<file path="config.mk">
export PLATFORM = sky130hd
export DESIGN_NAME = stroke_rasterizer
export DESIGN_NICKNAME = d
export VERILOG_FILES = /design/src/rtl/stroke_rasterizer.sv
export SDC_FILE = /design/constraint.sdc
export NUM_CORES = 1
export LEC_CHECK = 0
export CAP_MARGIN = 10
export CORE_UTILIZATION = 65
export CTS_CLUSTER_SIZE = 20
export DETAILED_ROUTE_END_ITERATION = 6
export GPL_ROUTABILITY_DRIVEN = 0
export PLACE_DENSITY = 0.84
export SLEW_MARGIN = 40
export SYNTH_ARGS = -nofsm -noshare
export SYNTH_HDL_FRONTEND = slang
export SYNTH_SLANG_ARGS = --single-unit
</file>
<file path="constraint.sdc">
create_clock -name clk -period 26.1 [get_ports clk]
set_input_delay 5.22 -clock clk [delete_from_list [all_inputs] [get_ports clk]]
set_output_delay 5.22 -clock clk [all_outputs]
set_load 0.05 [all_outputs]
</file>
<file path="src/rtl/stroke_rasterizer.sv">
// Mouse-stroke rasterizer: queues pointer events and draws Bresenham line
// segments between successive pen-down points into a framebuffer write port.
module stroke_rasterizer #(
  parameter int X_W = 10,
  parameter int Y_W = 9,
  parameter int SCREEN_W = 640,
  parameter int SCREEN_H = 480,
  parameter int DATA_W = 1,
  parameter int FIFO_DEPTH = 4,
  parameter logic [DATA_W-1:0] COLOR_L = '1,
  parameter logic [DATA_W-1:0] COLOR_R = '0
) (
  input  logic               clk,
  input  logic               rst,
  input  logic [X_W-1:0]     MOUSE_X_POS,
  input  logic [Y_W-1:0]     MOUSE_Y_POS,
  input  logic               MOUSE_LEFT,
  input  logic               MOUSE_RIGHT,
  input  logic               new_event,
  input  logic               brush2,
  output logic [Y_W+X_W-1:0] wr_addr,
  output logic [DATA_W-1:0]  wr_data,
  output logic               wr_valid,
  input  logic               wr_ready,
  output logic               busy,
  output logic               overflow
);
  localparam int AW = (FIFO_DEPTH > 1) ? $clog2(FIFO_DEPTH) : 1;
  localparam int EW = X_W + Y_W + 2;
  localparam int DW = ((X_W > Y_W) ? X_W : Y_W) + 3;
  localparam logic [X_W-1:0] X_MAX = X_W'(SCREEN_W - 1);
  localparam logic [Y_W-1:0] Y_MAX = Y_W'(SCREEN_H - 1);
  localparam logic [1:0] IDLE = 2'd0, LOAD = 2'd1, DRAW = 2'd2, STEP = 2'd3;

  logic [1:0]           state_reg;
  logic [EW-1:0]        fifo_mem [FIFO_DEPTH];
  logic [AW-1:0]        wr_ptr_reg, rd_ptr_reg;
  logic [AW:0]          count_reg;
  logic                 fifo_full, fifo_pop, fifo_push;
  logic [X_W-1:0]       cur_x_reg, tgt_x_reg, last_x_reg;
  logic [Y_W-1:0]       cur_y_reg, tgt_y_reg, last_y_reg;
  logic                 pen_down_reg, brush2_reg, sx_neg_reg, sy_neg_reg, x_major_reg;
  logic [DATA_W-1:0]    color_reg;
  logic signed [DW-1:0] d_reg, inc_min_reg, inc_both_reg;
  logic [3:0]           done_reg;

  assign fifo_full = (count_reg == (AW+1)'(FIFO_DEPTH));
  assign fifo_pop  = (state_reg == LOAD);
  assign fifo_push = new_event && (!fifo_full || fifo_pop);
  assign overflow  = new_event && fifo_full && !fifo_pop;
  assign busy      = (count_reg != '0) || (state_reg != IDLE);

  always_ff @(posedge clk) begin
    if (fifo_push)
      fifo_mem[wr_ptr_reg] <= {MOUSE_X_POS, MOUSE_Y_POS, MOUSE_LEFT, MOUSE_RIGHT};
  end

  always_ff @(posedge clk or negedge rst) begin
    if (!rst) begin
      wr_ptr_reg <= '0;
      rd_ptr_reg <= '0;
      count_reg  <= '0;
    end else begin
      if (fifo_push) wr_ptr_reg <= wr_ptr_reg + 1'b1;
      if (fifo_pop)  rd_ptr_reg <= rd_ptr_reg + 1'b1;
      case ({fifo_push, fifo_pop})
        2'b10:   count_reg <= count_reg + 1'b1;
        2'b01:   count_reg <= count_reg - 1'b1;
        default: ;
      endcase
    end
  end

  // Head entry, clamped onto the visible screen
  logic [X_W-1:0] head_x, pt_x;
  logic [Y_W-1:0] head_y, pt_y;
  logic           head_l, head_r;
  assign {head_x, head_y, head_l, head_r} = fifo_mem[rd_ptr_reg];
  assign pt_x = (head_x > X_MAX) ? X_MAX : head_x;
  assign pt_y = (head_y > Y_MAX) ? Y_MAX : head_y;

  logic signed [X_W+1:0] dx, adx;
  logic signed [Y_W+1:0] dy, ady;
  logic signed [DW-1:0]  adx_e, ady_e, dmaj, dmin;
  logic                  x_major;
  assign dx      = $signed({2'b00, pt_x}) - $signed({2'b00, last_x_reg});
  assign dy      = $signed({2'b00, pt_y}) - $signed({2'b00, last_y_reg});
  assign adx     = dx[X_W+1] ? -dx : dx;
  assign ady     = dy[Y_W+1] ? -dy : dy;
  assign adx_e   = DW'(adx);
  assign ady_e   = DW'(ady);
  assign x_major = adx_e > ady_e;
  assign dmaj    = x_major ? adx_e : ady_e;
  assign dmin    = x_major ? ady_e : adx_e;

  // Brush pixels in (0,0),(1,0),(0,1),(1,1) order; off-screen ones never enter the mask
  logic [3:0] px_mask, px_pend, px_sel;
  logic       x_room, y_room, off_x, off_y, px_last, at_end;
  assign x_room = (cur_x_reg != X_MAX);
  assign y_room = (cur_y_reg != Y_MAX);

  genvar gi;
  generate
    for (gi = 0; gi < 4; gi++) begin : g_brush
      localparam bit OX = (gi % 2) == 1;
      localparam bit OY = gi >= 2;
      if (gi == 0) begin : g_origin
        assign px_mask[gi] = 1'b1;
      end else begin : g_offset
        assign px_mask[gi] = brush2_reg && (!OX || x_room) && (!OY || y_room);
      end
    end
  endgenerate

  assign px_pend  = px_mask & ~done_reg;
  assign px_sel   = px_pend & (~px_pend + 4'd1);
  assign off_x    = px_sel[1] | px_sel[3];
  assign off_y    = px_sel[2] | px_sel[3];
  assign px_last  = ((px_pend & ~px_sel) == 4'd0);
  assign at_end   = (cur_x_reg == tgt_x_reg) && (cur_y_reg == tgt_y_reg);
  assign wr_valid = (state_reg == DRAW) && (px_pend != 4'd0);
  assign wr_addr  = {cur_y_reg + Y_W'(off_y), cur_x_reg + X_W'(off_x)};
  assign wr_data  = color_reg;

  logic [X_W-1:0] step_x;
  logic [Y_W-1:0] step_y;
  logic           d_pos;
  assign step_x = sx_neg_reg ? cur_x_reg - 1'b1 : cur_x_reg + 1'b1;
  assign step_y = sy_neg_reg ? cur_y_reg - 1'b1 : cur_y_reg + 1'b1;
  assign d_pos  = !d_reg[DW-1] && (d_reg != '0);

  always_ff @(posedge clk or negedge rst) begin
    if (!rst) begin
      state_reg    <= IDLE;
      cur_x_reg    <= '0;
      cur_y_reg    <= '0;
      tgt_x_reg    <= '0;
      tgt_y_reg    <= '0;
      last_x_reg   <= '0;
      last_y_reg   <= '0;
      pen_down_reg <= 1'b0;
      brush2_reg   <= 1'b0;
      sx_neg_reg   <= 1'b0;
      sy_neg_reg   <= 1'b0;
      x_major_reg  <= 1'b0;
      color_reg    <= '0;
      d_reg        <= '0;
      inc_min_reg  <= '0;
      inc_both_reg <= '0;
      done_reg     <= '0;
    end else begin
      case (state_reg)
        IDLE: if (count_reg != '0) state_reg <= LOAD;
        LOAD: begin
          color_reg  <= head_l ? COLOR_L : COLOR_R;
          brush2_reg <= brush2;
          done_reg   <= '0;
          if (!head_l && !head_r) begin
            pen_down_reg <= 1'b0;
            last_x_reg   <= pt_x;
            last_y_reg   <= pt_y;
            state_reg    <= IDLE;
          end else if (!pen_down_reg) begin
            pen_down_reg <= 1'b1;
            last_x_reg   <= pt_x;
            last_y_reg   <= pt_y;
            cur_x_reg    <= pt_x;
            cur_y_reg    <= pt_y;
            tgt_x_reg    <= pt_x;
            tgt_y_reg    <= pt_y;
            state_reg    <= DRAW;
          end else if (pt_x == last_x_reg && pt_y == last_y_reg) begin
            state_reg <= IDLE;
          end else begin
            // Segment starts at last; the first STEP moves off it so it is not redrawn
            cur_x_reg    <= last_x_reg;
            cur_y_reg    <= last_y_reg;
            tgt_x_reg    <= pt_x;
            tgt_y_reg    <= pt_y;
            sx_neg_reg   <= dx[X_W+1];
            sy_neg_reg   <= dy[Y_W+1];
            x_major_reg  <= x_major;
            d_reg        <= (dmin <<< 1) - dmaj;
            inc_min_reg  <= dmin <<< 1;
            inc_both_reg <= (dmin - dmaj) <<< 1;
            state_reg    <= STEP;
          end
        end
        DRAW: if (wr_valid && wr_ready) begin
          done_reg <= done_reg | px_sel;
          if (px_last) begin
            if (at_end) begin
              last_x_reg <= cur_x_reg;
              last_y_reg <= cur_y_reg;
              state_reg  <= IDLE;
            end else begin
              state_reg <= STEP;
            end
          end
        end
        default: begin
          if (x_major_reg) cur_x_reg <= step_x;
          else             cur_y_reg <= step_y;
          if (d_pos) begin
            if (x_major_reg) cur_y_reg <= step_y;
            else             cur_x_reg <= step_x;
            d_reg <= d_reg + inc_both_reg;
          end else begin
            d_reg <= d_reg + inc_min_reg;
          end
          done_reg  <= '0;
          state_reg <= DRAW;
        end
      endcase
    end
  end
endmodule

</file>
==> report_table.html, run 1 <==
<table>
<tr><th>Metric</th><th>Value</th></tr>
<tr><th colspan="2">STA</th></tr>
<tr><td>Worst slew margin relative to its limit</td><td>52.23%</td></tr>
<tr><td>Worst setup slack after layout</td><td>14.21 ns</td></tr>
<tr><td>Hold Fails Final Rpt</td><td>0</td></tr>
<tr><td>Final setup skew</td><td>approximately 0.014 ns</td></tr>
<tr><td>Number of setup violations in the final report</td><td>0</td></tr>
<tr><td>Fin Setup TNS</td><td>0 ns</td></tr>
<tr><td>Max frequency</td><td>approximately 84 MHz</td></tr>
<tr><td>Transition at the pin with the smallest max-transition slack</td><td>0.7122 ns</td></tr>
<tr><td>Min Tclk post-route</td><td>11.89 ns</td></tr>
<tr><td>Final worst path period share</td><td>between 40% and 50%</td></tr>
<tr><td>Final Max Tran Viols</td><td>0</td></tr>
<tr><td>Unrepaired setup endpoints after global routing</td><td>no</td></tr>
<tr><th colspan="2">Critical path</th></tr>
<tr><td>Worst setup EP type</td><td>output pin</td></tr>
<tr><td>Biggest fanout along the worst timing path</td><td>2</td></tr>
<tr><td>Data required time of the worst path</td><td>20.88 ns</td></tr>
<tr><td>Largest incremental delay on the critical path</td><td>0.80 ns</td></tr>
<tr><td>Cell repeated most along the worst path</td><td>sky130_fd_sc_hd__clkdlybuf4s50_1</td></tr>
<tr><td>Number of buffers and inverters on the critical path</td><td>3</td></tr>
<tr><td>Worst endpoint data arrival time</td><td>between 6 and 7 ns</td></tr>
<tr><td>Critical path start-end classification</td><td>primary input to output pin</td></tr>
<tr><td>Critical path, cell by cell</td><td>clkdlybuf4s50_1 &gt; inv_1 &gt; nor2_1 &gt; clkdlybuf4s50_1</td></tr>
<tr><td>Critical path startpoint category</td><td>primary input</td></tr>
<tr><td>Critical-path cell with the highest stage delay</td><td>sky130_fd_sc_hd__clkdlybuf4s50_1</td></tr>
<tr><td>CP delay by family, top</td><td>buffers and inverters</td></tr>
<tr><th colspan="2">Finish</th></tr>
<tr><td>Share of post-route cells with drive strength above 1</td><td>9.841%</td></tr>
<tr><td>Number of inserted filler cells in the final layout</td><td>1326</td></tr>
<tr><td>Design area</td><td>around 15000 µm²</td></tr>
<tr><td>Number of flip-flops in the largest register</td><td>between 80 and 90</td></tr>
<tr><td>Area delta synth-&gt;final</td><td>10.47%</td></tr>
<tr><td>Non-filler instance count after layout</td><td>1647</td></tr>
<tr><td>Total area of multi-input combinational cells</td><td>7373 µm²</td></tr>
<tr><td>Inserted Diodes</td><td>0</td></tr>
<tr><td>Final net count</td><td>1484</td></tr>
<tr><td>Area taken by flip-flops and latches</td><td>5350 µm²</td></tr>
<tr><th colspan="2">Floorplanning</th></tr>
<tr><td>Top-Level Pins</td><td>between 40 and 50</td></tr>
<tr><td>Row Count</td><td>between 50 and 60</td></tr>
<tr><td>Initial Utilization</td><td>67.05%</td></tr>
<tr><td>Floorplan die height</td><td>around 140 µm</td></tr>
<tr><td>Area enclosed by the die boundary</td><td>20910 µm²</td></tr>
<tr><td>Area of the core</td><td>19720 µm²</td></tr>
<tr><td>Chip width</td><td>144.6 µm</td></tr>
<tr><th colspan="2">Place</th></tr>
<tr><td>Dpl hpwl</td><td>roughly 23 mm</td></tr>
<tr><td>Number of instances in the placed design</td><td>around 1.6k</td></tr>
<tr><td>Placed cell areas</td><td>13920 µm²</td></tr>
<tr><td>Worst slack at placement</td><td>14.21 ns</td></tr>
<tr><td>Number of input and output port buffers inserted</td><td>48</td></tr>
<tr><th colspan="2">Synthesis</th></tr>
<tr><td>Largest cells by area after synthesis</td><td>sky130_fd_sc_hd__dfrtp_1, sky130_fd_sc_hd__edfxtp_1, sky130_fd_sc_hd__ha_1</td></tr>
<tr><td>Top cell type's share of synthesized area</td><td>21.39%</td></tr>
<tr><td>Dominant register cell in the synthesized netlist</td><td>sky130_fd_sc_hd__dfrtp_1</td></tr>
<tr><td>Dominant cell type by area after synthesis</td><td>sky130_fd_sc_hd__dfrtp_1</td></tr>
<tr><td>Cell area after synthesis</td><td>between 10000 and 15000 µm²</td></tr>
<tr><td>#FFs+latches synth</td><td>197</td></tr>
<tr><td>Number of enable-type register cells in the synthesized netlist</td><td>84</td></tr>
<tr><td>Fraction of the yosys area taken by sequential cells</td><td>40.47%</td></tr>
<tr><td>Most instantiated cells after synthesis</td><td>sky130_fd_sc_hd__nand2_1, sky130_fd_sc_hd__dfrtp_1, sky130_fd_sc_hd__nor2_1</td></tr>
<tr><td>Syn Inst Count</td><td>1347</td></tr>
<tr><td>Fraction of synthesis flops using an asynchronous set or reset pin</td><td>between 50% and 60%</td></tr>
<tr><td>Post-synthesis area per instance</td><td>9.815 µm²</td></tr>
<tr><td>Most repeated cell in the gate-level netlist after synthesis</td><td>sky130_fd_sc_hd__nand2_1</td></tr>
<tr><td>Count of warnings emitted by yosys</td><td>0</td></tr>
<tr><td>Number of library cell types mapped by synthesis</td><td>86</td></tr>
<tr><th colspan="2">CTS</th></tr>
<tr><td>Worst-path clk slew</td><td>0.08 ns</td></tr>
<tr><td>Worst-Skew Late Latency</td><td>~0.47 ns</td></tr>
<tr><td>Number of hold buffers added after cts</td><td>0</td></tr>
<tr><td>Number of buffers inserted by post-CTS setup repair</td><td>0</td></tr>
<tr><td>Sinks on Clock Net</td><td>~200</td></tr>
<tr><td>Number of H-tree branching levels</td><td>4</td></tr>
<tr><td>CTS Buf Count</td><td>17</td></tr>
<tr><td>Clock tree from TritonCTS</td><td>yes</td></tr>
<tr><td>Clock buffer depth</td><td>2</td></tr>
<tr><td>Resized Gates After CTS</td><td>0</td></tr>
<tr><td>Root Driver</td><td>sky130_fd_sc_hd__clkbuf_16</td></tr>
<tr><th colspan="2">Detailed routing</th></tr>
<tr><td>Starting DRT DRC Count</td><td>897</td></tr>
<tr><td>WL final</td><td>32.11 mm</td></tr>
<tr><td>Via count</td><td>10.64k</td></tr>
<tr><td>Number of antenna-violating nets in the routed design</td><td>0</td></tr>
<tr><td>Post-DR vias/cell</td><td>6.460</td></tr>
<tr><td>Average routed wire per standard cell</td><td>between 15 and 20 µm</td></tr>
<tr><td>Pre-antenna DRT Iters</td><td>6</td></tr>
<tr><td>Post-route DRC violation count</td><td>0</td></tr>
<tr><th colspan="2">Global routing</th></tr>
<tr><td>Pin count of the biggest net entering global routing</td><td>a little under 60</td></tr>
<tr><td>First-pass GRT wire length</td><td>between 50 and 60 mm</td></tr>
<tr><td>GRT Overall Usage</td><td>32.65%</td></tr>
<tr><td>Antenna violations before repair</td><td>0</td></tr>
<tr><td>Total overflow reported by the global router</td><td>0</td></tr>
<tr><td>Vias in the first global route</td><td>10.07k</td></tr>
<tr><th colspan="2">Flow run</th></tr>
<tr><td># Max-Cap Violations</td><td>0</td></tr>
<tr><th colspan="2">Hold path</th></tr>
<tr><td>Hold Crit Class</td><td>flop to flop</td></tr>
<tr><th colspan="2">Outcome</th></tr>
<tr><td>Result of the run</td><td>complete, no violations</td></tr>
</table>
[cell families (layout without fill, tap and decap cells)]
group	Yosys count	in the layout	share of synthesized area [%]
AO/OA/AOI/OAI	339	339	17.10
other	2	4	0.05681
buffers and inverters	140	173	4.145
AND/OR/NAND/NOR	406	406	14.70
XOR/XNOR	95	95	6.464
flip-flops	197	197	40.47
multiplexers	76	76	8.016
adder cells (fa/ha/maj)	92	92	9.048
[metrics by stage]
stage	hold slack (ns)	utilization, %
floorplan	0.4331	-
global placement	0.4481	70.49
detailed placement	0.4539	70.59
CTS	0.4736	73.81
global route	0.4886	74.07
finish	0.4737	74.07
[worst min-delay path, stage by stage (launching register included)]
cell	delay [ns]
sky130_fd_sc_hd__dfrtp_1	0.35
sky130_fd_sc_hd__nand2_1	0.05
sky130_fd_sc_hd__nand2_1	0.05
[area by class of cell]
class	instances	share of cell area [%]
well taps	265	2.270
inverters	76	1.953
multi-input cells	1012	50.49
clock inverters	15	1.422
clock buffers	17	2.913
flip-flops and latches	197	36.63
repair buffers	65	4.318
[metal layers]
metal / track usage (%) / routed length [µm]
met1: 43.96 / 14110
met2: 52.40 / 14890
met3: 5.927 / 2226
met4: 12.85 / 881
met5: 0 / 0
[placed cells by master (no fill, tap or decap), types with 16 or more instances in the layout]
| cell | instances |
|---|---|
| sky130_fd_sc_hd__a21o_1 | 19 |
| sky130_fd_sc_hd__inv_1 | 75 |
| sky130_fd_sc_hd__buf_4 | 16 |
| sky130_fd_sc_hd__nand3_1 | 28 |
| sky130_fd_sc_hd__dfrtp_1 | 113 |
| sky130_fd_sc_hd__mux4_2 | 21 |
| sky130_fd_sc_hd__nor2_1 | 105 |
| sky130_fd_sc_hd__nand2_1 | 132 |
| sky130_fd_sc_hd__clkbuf_16 | 17 |
| sky130_fd_sc_hd__xnor2_1 | 71 |
| sky130_fd_sc_hd__o21ai_0 | 57 |
| sky130_fd_sc_hd__edfxtp_1 | 84 |
| sky130_fd_sc_hd__o21bai_1 | 16 |
| sky130_fd_sc_hd__a21oi_1 | 98 |
| sky130_fd_sc_hd__ha_1 | 82 |
| sky130_fd_sc_hd__nor3_1 | 19 |
| sky130_fd_sc_hd__xor2_1 | 21 |
| sky130_fd_sc_hd__mux2i_1 | 26 |
| sky130_fd_sc_hd__clkdlybuf4s50_1 | 47 |
| sky130_fd_sc_hd__mux2_2 | 28 |
| sky130_fd_sc_hd__o22ai_1 | 16 |
[path summary, 6_finish.rpt]
kind / startpoint / end / slack, ns / cells after the start
max: new_event / overflow / 14.21 / 4
min: inc_both_reg[10] / inc_both_reg[10] / 0.47 / 2
max reg2reg: rd_ptr_reg[0] / d_reg[12] / 16.52 / 33
min reg2reg: inc_both_reg[10] / inc_both_reg[10] / 0.47 / 2
max in group asynchronous: rst / inc_both_reg[10] / 20.36 / 4
min in group asynchronous: rst / rd_ptr_reg[0] / 4.62 / 1
Power of run 1 is left out: the tool's default activity adds up to more than one toggle a clock period on the data nets, which glitch-free logic cannot reach.
==> inputs of run 2 (changes only) <==
--- a/config.mk
+++ b/config.mk
@@ -6,11 +6,11 @@
 export NUM_CORES = 1
 export LEC_CHECK = 0
 export CAP_MARGIN = 10
-export CORE_UTILIZATION = 65
+export CORE_UTILIZATION = 56
 export CTS_CLUSTER_SIZE = 20
 export DETAILED_ROUTE_END_ITERATION = 6
 export GPL_ROUTABILITY_DRIVEN = 0
-export PLACE_DENSITY = 0.84
+export PLACE_DENSITY = 0.77
 export SLEW_MARGIN = 40
 export SYNTH_ARGS = -nofsm -noshare
 export SYNTH_HDL_FRONTEND = slang
==> constraint.sdc (replaced) <==
create_clock -name clk -period 10.85 [get_ports clk]
set_input_delay 2.17 -clock clk [delete_from_list [all_inputs] [get_ports clk]]
set_output_delay 2.17 -clock clk [all_outputs]
set_load 0.05 [all_outputs]
==> run 2 against run 1 <==
  * The run now ends with DRC left
  * Register-to-register slack lost 15 ns
  * Setup slack lost 12 ns
  * Global-route usage shrank 4.7 points
  * Largest cell class unchanged
==> report_table.html, run 2 (same netlist as run 1, synthesis figures left out) <==
<table>
<tr><th>Metric</th><th>Value</th></tr>
<tr><th colspan="2">CTS</th></tr>
<tr><td>Number of hold buffers added after cts</td><td>0</td></tr>
<tr><td>Worst-Skew Late Latency</td><td>around 0.47 ns</td></tr>
<tr><td>Clock tree from TritonCTS</td><td>yes</td></tr>
<tr><td>Number of H-tree branching levels</td><td>4</td></tr>
<tr><td>CTS Buf Count</td><td>17</td></tr>
<tr><td>Root Driver</td><td>sky130_fd_sc_hd__clkbuf_16</td></tr>
<tr><td>Clock buffer depth</td><td>2</td></tr>
<tr><td>Sinks on Clock Net</td><td>approximately 200</td></tr>
<tr><td>Number of buffers inserted by post-CTS setup repair</td><td>0</td></tr>
<tr><td>Resized Gates After CTS</td><td>0</td></tr>
<tr><td>Worst-path clk slew</td><td>0.10 ns</td></tr>
<tr><th colspan="2">Floorplanning</th></tr>
<tr><td>Row Count</td><td>55</td></tr>
<tr><td>Area enclosed by the die boundary</td><td>about 24000 µm²</td></tr>
<tr><td>Area of the core</td><td>22920 µm²</td></tr>
<tr><td>Initial Utilization</td><td>57.69%</td></tr>
<tr><td>Chip width</td><td>155.6 µm</td></tr>
<tr><td>Top-Level Pins</td><td>~50</td></tr>
<tr><td>Floorplan die height</td><td>155.6 µm</td></tr>
<tr><th colspan="2">Finish</th></tr>
<tr><td>Share of post-route cells with drive strength above 1</td><td>9.703%</td></tr>
<tr><td>Core utilization of the finished layout</td><td>63.93%</td></tr>
<tr><td>Commonest cells after routing, fill and taps aside</td><td>sky130_fd_sc_hd__nand2_1, sky130_fd_sc_hd__dfrtp_1, sky130_fd_sc_hd__nor2_1, sky130_fd_sc_hd__a21oi_1, sky130_fd_sc_hd__edfxtp_1</td></tr>
<tr><td>Final net count</td><td>1483</td></tr>
<tr><td>Most common cell after layout, fill and taps aside</td><td>sky130_fd_sc_hd__nand2_1</td></tr>
<tr><td>Number of inserted filler cells in the final layout</td><td>around 1.8k</td></tr>
<tr><td>Area delta synth-&gt;final</td><td>10.81%</td></tr>
<tr><td>Inserted Diodes</td><td>0</td></tr>
<tr><td>Number of flip-flops in the largest register</td><td>84</td></tr>
<tr><th colspan="2">Detailed routing</th></tr>
<tr><td>WL final</td><td>32.44 mm</td></tr>
<tr><td>Met1 WL</td><td>14.55 mm</td></tr>
<tr><td>Post-route DRC violation count</td><td>1</td></tr>
<tr><td>Average routed wire per standard cell</td><td>about 19 µm</td></tr>
<tr><td>Met2 layer wire length in the routed design</td><td>approximately 15 mm</td></tr>
<tr><td>Post-DR vias/cell</td><td>6.114</td></tr>
<tr><td>Number of antenna-violating nets in the routed design</td><td>0</td></tr>
<tr><td>Routed wire length on met3</td><td>1.890 mm</td></tr>
<tr><td>Max Used Layer</td><td>met4</td></tr>
<tr><td>Via count</td><td>approximately 10k</td></tr>
<tr><td>Pre-antenna DRT Iters</td><td>7</td></tr>
<tr><td>Starting DRT DRC Count</td><td>between 900 and 1k</td></tr>
<tr><th colspan="2">Flow run</th></tr>
<tr><td># Max-Cap Violations</td><td>0</td></tr>
<tr><th colspan="2">Critical path</th></tr>
<tr><td>Worst setup EP type</td><td>flop</td></tr>
<tr><td>Largest incremental delay on the critical path</td><td>between 0.7 and 0.8 ns</td></tr>
<tr><td>Critical-path cell with the highest stage delay</td><td>sky130_fd_sc_hd__dfrtp_2</td></tr>
<tr><td>Critical path startpoint category</td><td>flop</td></tr>
<tr><td>Biggest fanout along the worst timing path</td><td>17</td></tr>
<tr><td>Worst endpoint data arrival time</td><td>9.24 ns</td></tr>
<tr><td>Data required time of the worst path</td><td>11.18 ns</td></tr>
<tr><td>Critical path start-end classification</td><td>flop to flop</td></tr>
<tr><th colspan="2">Global routing</th></tr>
<tr><td>GRT Overall Usage</td><td>27.98%</td></tr>
<tr><td>Vias in the first global route</td><td>between 9k and 10k</td></tr>
<tr><td>Antenna violations before repair</td><td>0</td></tr>
<tr><td>Total overflow reported by the global router</td><td>0</td></tr>
<tr><td>First-pass GRT wire length</td><td>52.37 mm</td></tr>
<tr><td>Pin count of the biggest net entering global routing</td><td>74</td></tr>
<tr><th colspan="2">Outcome</th></tr>
<tr><td>Result of the run</td><td>complete, but fails checks</td></tr>
<tr><td>Violations in the final reports</td><td>DRC</td></tr>
<tr><th colspan="2">STA</th></tr>
<tr><td>Hold Fails Final Rpt</td><td>0</td></tr>
<tr><td>Min Tclk post-route</td><td>just under 9 ns</td></tr>
<tr><td>Final Max Tran Viols</td><td>0</td></tr>
<tr><td>Final setup skew</td><td>0.02629 ns</td></tr>
<tr><td>Number of setup violations in the final report</td><td>0</td></tr>
<tr><td>Worst slack on hold paths</td><td>0.4738 ns</td></tr>
<tr><td>Unrepaired setup endpoints after global routing</td><td>no</td></tr>
<tr><td>Transition at the pin with the smallest max-transition slack</td><td>0.7505 ns</td></tr>
<tr><td>Fin Setup TNS</td><td>0 ns</td></tr>
<tr><td>Worst slew margin relative to its limit</td><td>49.51%</td></tr>
<tr><td>Max frequency</td><td>about 110 MHz</td></tr>
<tr><td>Final worst path period share</td><td>82.14%</td></tr>
<tr><th colspan="2">Hold path</th></tr>
<tr><td>Hold Crit Class</td><td>flop to flop</td></tr>
<tr><th colspan="2">Place</th></tr>
<tr><td>Number of input and output port buffers inserted</td><td>48</td></tr>
<tr><td>Dpl hpwl</td><td>23.51 mm</td></tr>
</table>
## run 2: cell count changes in the layout (fill, tap and decap cells not counted), sizes merged
| cell | previous run | this run |
|---|---|---|
| clkinv | 6 | 4 |
| inv | 84 | 87 |
| buf | 18 | 17 |
| clkinvlp | 1 | 0 |
## run 2: area by class of cell
type / count / area (µm²) / area share, %
multi-input combinational: 1012 / 7360 / 50.24
sequential: 197 / 5353 / 36.54
timing repair buffer: 64 / 601.8 / 4.108
clock buffer: 17 / 425.4 / 2.904
tap: 313 / 391.6 / 2.673
inverter: 76 / 285.3 / 1.947
clock inverter: 15 / 232.7 / 1.589
## run 2: worst paths after layout
check,start,to,slack [ns],cells after the start
worst max-delay path,rd_ptr_reg[0],d_reg[12],1.94,30
worst min-delay path,inc_min_reg[11],inc_min_reg[11],0.47,2
worst max register to register,rd_ptr_reg[0],d_reg[12],1.94,30
worst min register to register,inc_min_reg[11],inc_min_reg[11],0.47,2
max in group asynchronous,rst,rd_ptr_reg[0],8.07,2
min in group asynchronous,rst,d_reg[2],1.70,1
## run 2: metal layers
layer	GRT usage [%]	vias up
met4	7.703	0
met5	0	-
met2	46.30	339
met3	4.333	50
met1	38.30	5027
li1	-	4941
## run 2: critical path, delay by kind of cell, from the launching register on
kind	cells	cell delay (ns)
AND/OR/NAND/NOR	11	2.32
AO/OA/AOI/OAI	12	3.18
multiplexers	2	0.99
flip-flops	1	0.73
adder cells (fa/ha/maj)	5	1.53
## run 2: per-stage QoR
step / worst slack (ns) / instance area, µm² / cells
after floorplan: 2.164 / 13230 / 1349
after global placement: 2.102 / 13970 / 1662
after detailed placement: 2.226 / 13990 / 1662
after CTS: 2.071 / 14650 / 1694
after global routing: 1.166 / 14650 / 1694
final: 1.938 / 14650 / 1694
Power of run 2 is left out for the same reason.
==> inputs of run 3 (changes only) <==
--- a/config.mk
+++ b/config.mk
@@ -6,11 +6,11 @@
 export NUM_CORES = 1
 export LEC_CHECK = 0
 export CAP_MARGIN = 10
-export CORE_UTILIZATION = 56
+export CORE_UTILIZATION = 62
 export CTS_CLUSTER_SIZE = 20
 export DETAILED_ROUTE_END_ITERATION = 6
 export GPL_ROUTABILITY_DRIVEN = 0
-export PLACE_DENSITY = 0.77
+export PLACE_DENSITY = 0.81
 export SLEW_MARGIN = 40
 export SYNTH_ARGS = -nofsm -noshare
 export SYNTH_HDL_FRONTEND = slang
==> constraint.sdc (replaced) <==
create_clock -name clk -period 9 [get_ports clk]
set_input_delay 1.8 -clock clk [delete_from_list [all_inputs] [get_ports clk]]
set_output_delay 1.8 -clock clk [all_outputs]
set_load 0.05 [all_outputs]
==> run 3 against run 2 <==
  * Clock skew is 0.0080 ns lower
  * Critical path depth is 2 lower
  * Hold slack better by 0.0027 ns
  * Critical path type unchanged
  * Routed wire length is 1.4% higher
  * Die area is 9.6% lower
  * Count of clock-buffer cells in the layout stayed put
  * First-iteration DRC count is 8.0% higher
  * The flow now finishes without violations
  * Global-route usage is 3.5 points higher
  * Setup slack worse by 1.4 ns
  * Sequential cell count stayed put
==> report_table.html, run 3 (same netlist as run 1, synthesis figures left out) <==
<table>
<tr><th>Metric</th><th>Value</th></tr>
<tr><th colspan="2">Finish</th></tr>
<tr><td>Share of post-route cells with drive strength above 1</td><td>10.52%</td></tr>
<tr><td>Number of flip-flops in the largest register</td><td>84</td></tr>
<tr><td>Number of inserted filler cells in the final layout</td><td>1583</td></tr>
<tr><td>Area delta synth-&gt;final</td><td>11.16%</td></tr>
<tr><td>Final net count</td><td>1490</td></tr>
<tr><td>Commonest cells after routing, fill and taps aside</td><td>sky130_fd_sc_hd__nand2_1, sky130_fd_sc_hd__dfrtp_1, sky130_fd_sc_hd__nor2_1, sky130_fd_sc_hd__a21oi_1, sky130_fd_sc_hd__edfxtp_1</td></tr>
<tr><td>Most common cell after layout, fill and taps aside</td><td>sky130_fd_sc_hd__nand2_1</td></tr>
<tr><td>Inserted Diodes</td><td>0</td></tr>
<tr><th colspan="2">Detailed routing</th></tr>
<tr><td>Post-route DRC violation count</td><td>0</td></tr>
<tr><td>WL final</td><td>32.91 mm</td></tr>
<tr><td>Average routed wire per standard cell</td><td>19.79 µm</td></tr>
<tr><td>Pre-antenna DRT Iters</td><td>5</td></tr>
<tr><td>Via count</td><td>~11k</td></tr>
<tr><td>Starting DRT DRC Count</td><td>1056</td></tr>
<tr><td>Post-DR vias/cell</td><td>between 6 and 7</td></tr>
<tr><td>Number of antenna-violating nets in the routed design</td><td>0</td></tr>
<tr><th colspan="2">Critical path</th></tr>
<tr><td>Critical path start-end classification</td><td>flop to flop</td></tr>
<tr><td>Data required time of the worst path</td><td>9.35 ns</td></tr>
<tr><td>Biggest fanout along the worst timing path</td><td>12</td></tr>
<tr><td>Worst setup EP type</td><td>flop</td></tr>
<tr><td>Worst endpoint data arrival time</td><td>8.80 ns</td></tr>
<tr><td>Critical-path cell with the highest stage delay</td><td>sky130_fd_sc_hd__dfrtp_4</td></tr>
<tr><td>Largest incremental delay on the critical path</td><td>around 0.57 ns</td></tr>
<tr><td>CP delay by family, top</td><td>compound AO/OA/AOI/OAI gates</td></tr>
<tr><td>Number of buffers and inverters on the critical path</td><td>2</td></tr>
<tr><td>Critical path startpoint category</td><td>flop</td></tr>
<tr><th colspan="2">Flow run</th></tr>
<tr><td># Max-Cap Violations</td><td>0</td></tr>
<tr><th colspan="2">Global routing</th></tr>
<tr><td>Pin count of the biggest net entering global routing</td><td>70</td></tr>
<tr><td>First-pass GRT wire length</td><td>53.45 mm</td></tr>
<tr><td>GR Layer Usage met3</td><td>roughly 5.4%</td></tr>
<tr><td>Vias in the first global route</td><td>10.25k</td></tr>
<tr><td>Met2 GRT Util</td><td>50.92%</td></tr>
<tr><td>GRT busiest layer</td><td>met2</td></tr>
<tr><td>Total overflow reported by the global router</td><td>0</td></tr>
<tr><td>Global-route met1 utilization</td><td>43.02%</td></tr>
<tr><td>Antenna violations before repair</td><td>0</td></tr>
<tr><td>GRT Overall Usage</td><td>31.52%</td></tr>
<tr><th colspan="2">CTS</th></tr>
<tr><td>Number of H-tree branching levels</td><td>4</td></tr>
<tr><td>Root Driver</td><td>sky130_fd_sc_hd__clkbuf_16</td></tr>
<tr><td>Worst-path clk slew</td><td>approximately 0.090 ns</td></tr>
<tr><td>Worst-Skew Late Latency</td><td>around 0.47 ns</td></tr>
<tr><td>Clock tree from TritonCTS</td><td>yes</td></tr>
<tr><td>CTS Buf Count</td><td>17</td></tr>
<tr><td>Sinks on Clock Net</td><td>197</td></tr>
<tr><td>Clock buffer depth</td><td>2</td></tr>
<tr><td>Number of hold buffers added after cts</td><td>0</td></tr>
<tr><th colspan="2">Floorplanning</th></tr>
<tr><td>Area of the core</td><td>20960 µm²</td></tr>
<tr><td>Initial Utilization</td><td>63.09%</td></tr>
<tr><td>Chip width</td><td>148.0 µm</td></tr>
<tr><td>Row Count</td><td>53</td></tr>
<tr><td>Top-Level Pins</td><td>49</td></tr>
<tr><td>Floorplan die height</td><td>148.0 µm</td></tr>
<tr><td>Area enclosed by the die boundary</td><td>21910 µm²</td></tr>
<tr><th colspan="2">STA</th></tr>
<tr><td>Hold Fails Final Rpt</td><td>0</td></tr>
<tr><td>Max frequency</td><td>roughly 120 MHz</td></tr>
<tr><td>Min Tclk post-route</td><td>8.445 ns</td></tr>
<tr><td>Final setup skew</td><td>0.01830 ns</td></tr>
<tr><td>Number of setup violations in the final report</td><td>0</td></tr>
<tr><td>Final Max Tran Viols</td><td>0</td></tr>
<tr><td>Worst slew margin relative to its limit</td><td>between 40% and 50%</td></tr>
<tr><td>Final worst path period share</td><td>between 90 and 100%</td></tr>
<tr><td>Transition at the pin with the smallest max-transition slack</td><td>0.7528 ns</td></tr>
<tr><td>Unrepaired setup endpoints after global routing</td><td>no</td></tr>
<tr><td>Fin Setup TNS</td><td>0 ns</td></tr>
<tr><th colspan="2">Outcome</th></tr>
<tr><td>Result of the run</td><td>complete, no violations</td></tr>
<tr><th colspan="2">Place</th></tr>
<tr><td>Dpl hpwl</td><td>23.97 mm</td></tr>
<tr><td>Number of input and output port buffers inserted</td><td>48</td></tr>
<tr><th colspan="2">Hold path</th></tr>
<tr><td>Hold Crit Class</td><td>flop to flop</td></tr>
</table>
[run 3: per-stage QoR]
| step | std cells | area [µm²] | worst slack (ns) | utilization (%) | hold WS [ns] |
|---|---|---|---|---|---|
| global placement | 1626 | 13930 | 0.5217 | 66.50 | 0.4482 |
| CTS | 1658 | 14620 | 0.3537 | 69.78 | 0.4797 |
| floorplan | 1349 | 13230 | 0.3142 | - | 0.4331 |
| detailed placement | 1626 | 13960 | 0.4286 | 66.62 | 0.4560 |
| finish | 1663 | 14700 | 0.5555 | 70.13 | 0.4766 |
| global route | 1663 | 14700 | 0.03626 | 70.13 | 0.4954 |
[run 3: worst reg2reg max path: cells and delay by family (launching register included)]
family                     cells  cell delay [ns]
DFF                            1             0.57
AOI/OAI and AO/OA             12             3.28
adders and majority gates      4             1.47
muxes                          1             0.57
buffers and inverters          2             0.30
and+or+nand+nor                9             2.13
[run 3: cell type report]
| class | instances | area [µm²] | area share, % |
|---|---|---|---|
| timing repair buffer | 71 | 654.4 | 4.453 |
| inverter | 76 | 285.3 | 1.941 |
| tap | 275 | 344.1 | 2.341 |
| clock inverter | 15 | 236.5 | 1.609 |
| sequential | 197 | 5355 | 36.44 |
| clock buffer | 17 | 425.4 | 2.895 |
| multi-input combinational | 1012 | 7395 | 50.32 |
[run 3: path summary, 6_finish.rpt]
| check | cells past startpoint | slack (ns) | end | startpoint |
|---|---|---|---|---|
| worst max register to register | 28 | 0.56 | d_reg[9] | rd_ptr_reg[0] |
| worst max-delay path | 28 | 0.56 | d_reg[9] | rd_ptr_reg[0] |
| max in group asynchronous | 2 | 6.61 | tgt_x_reg[1] | rst |
| worst min-delay path | 2 | 0.48 | inc_both_reg[10] | inc_both_reg[10] |
| worst min register to register | 2 | 0.48 | inc_both_reg[10] | inc_both_reg[10] |
| min in group asynchronous | 1 | 1.34 | d_reg[5] | rst |
[run 3: per-layer routing]
layer	wire [µm]	part of all wire (%)
met3	2155	6.5
met5	0	0
met2	15570	47
met4	832	2.5
met1	14350	44
[run 3: repair_timing]
| item | 4_1_cts | 5_1_grt |
|---|---|---|
| setup buffers | 0 | 5 |
| endpoints found under the setup margin | 0 | 8 |
| gates resized for setup | 0 | 8 |
Power of run 3 is left out for the same reason.
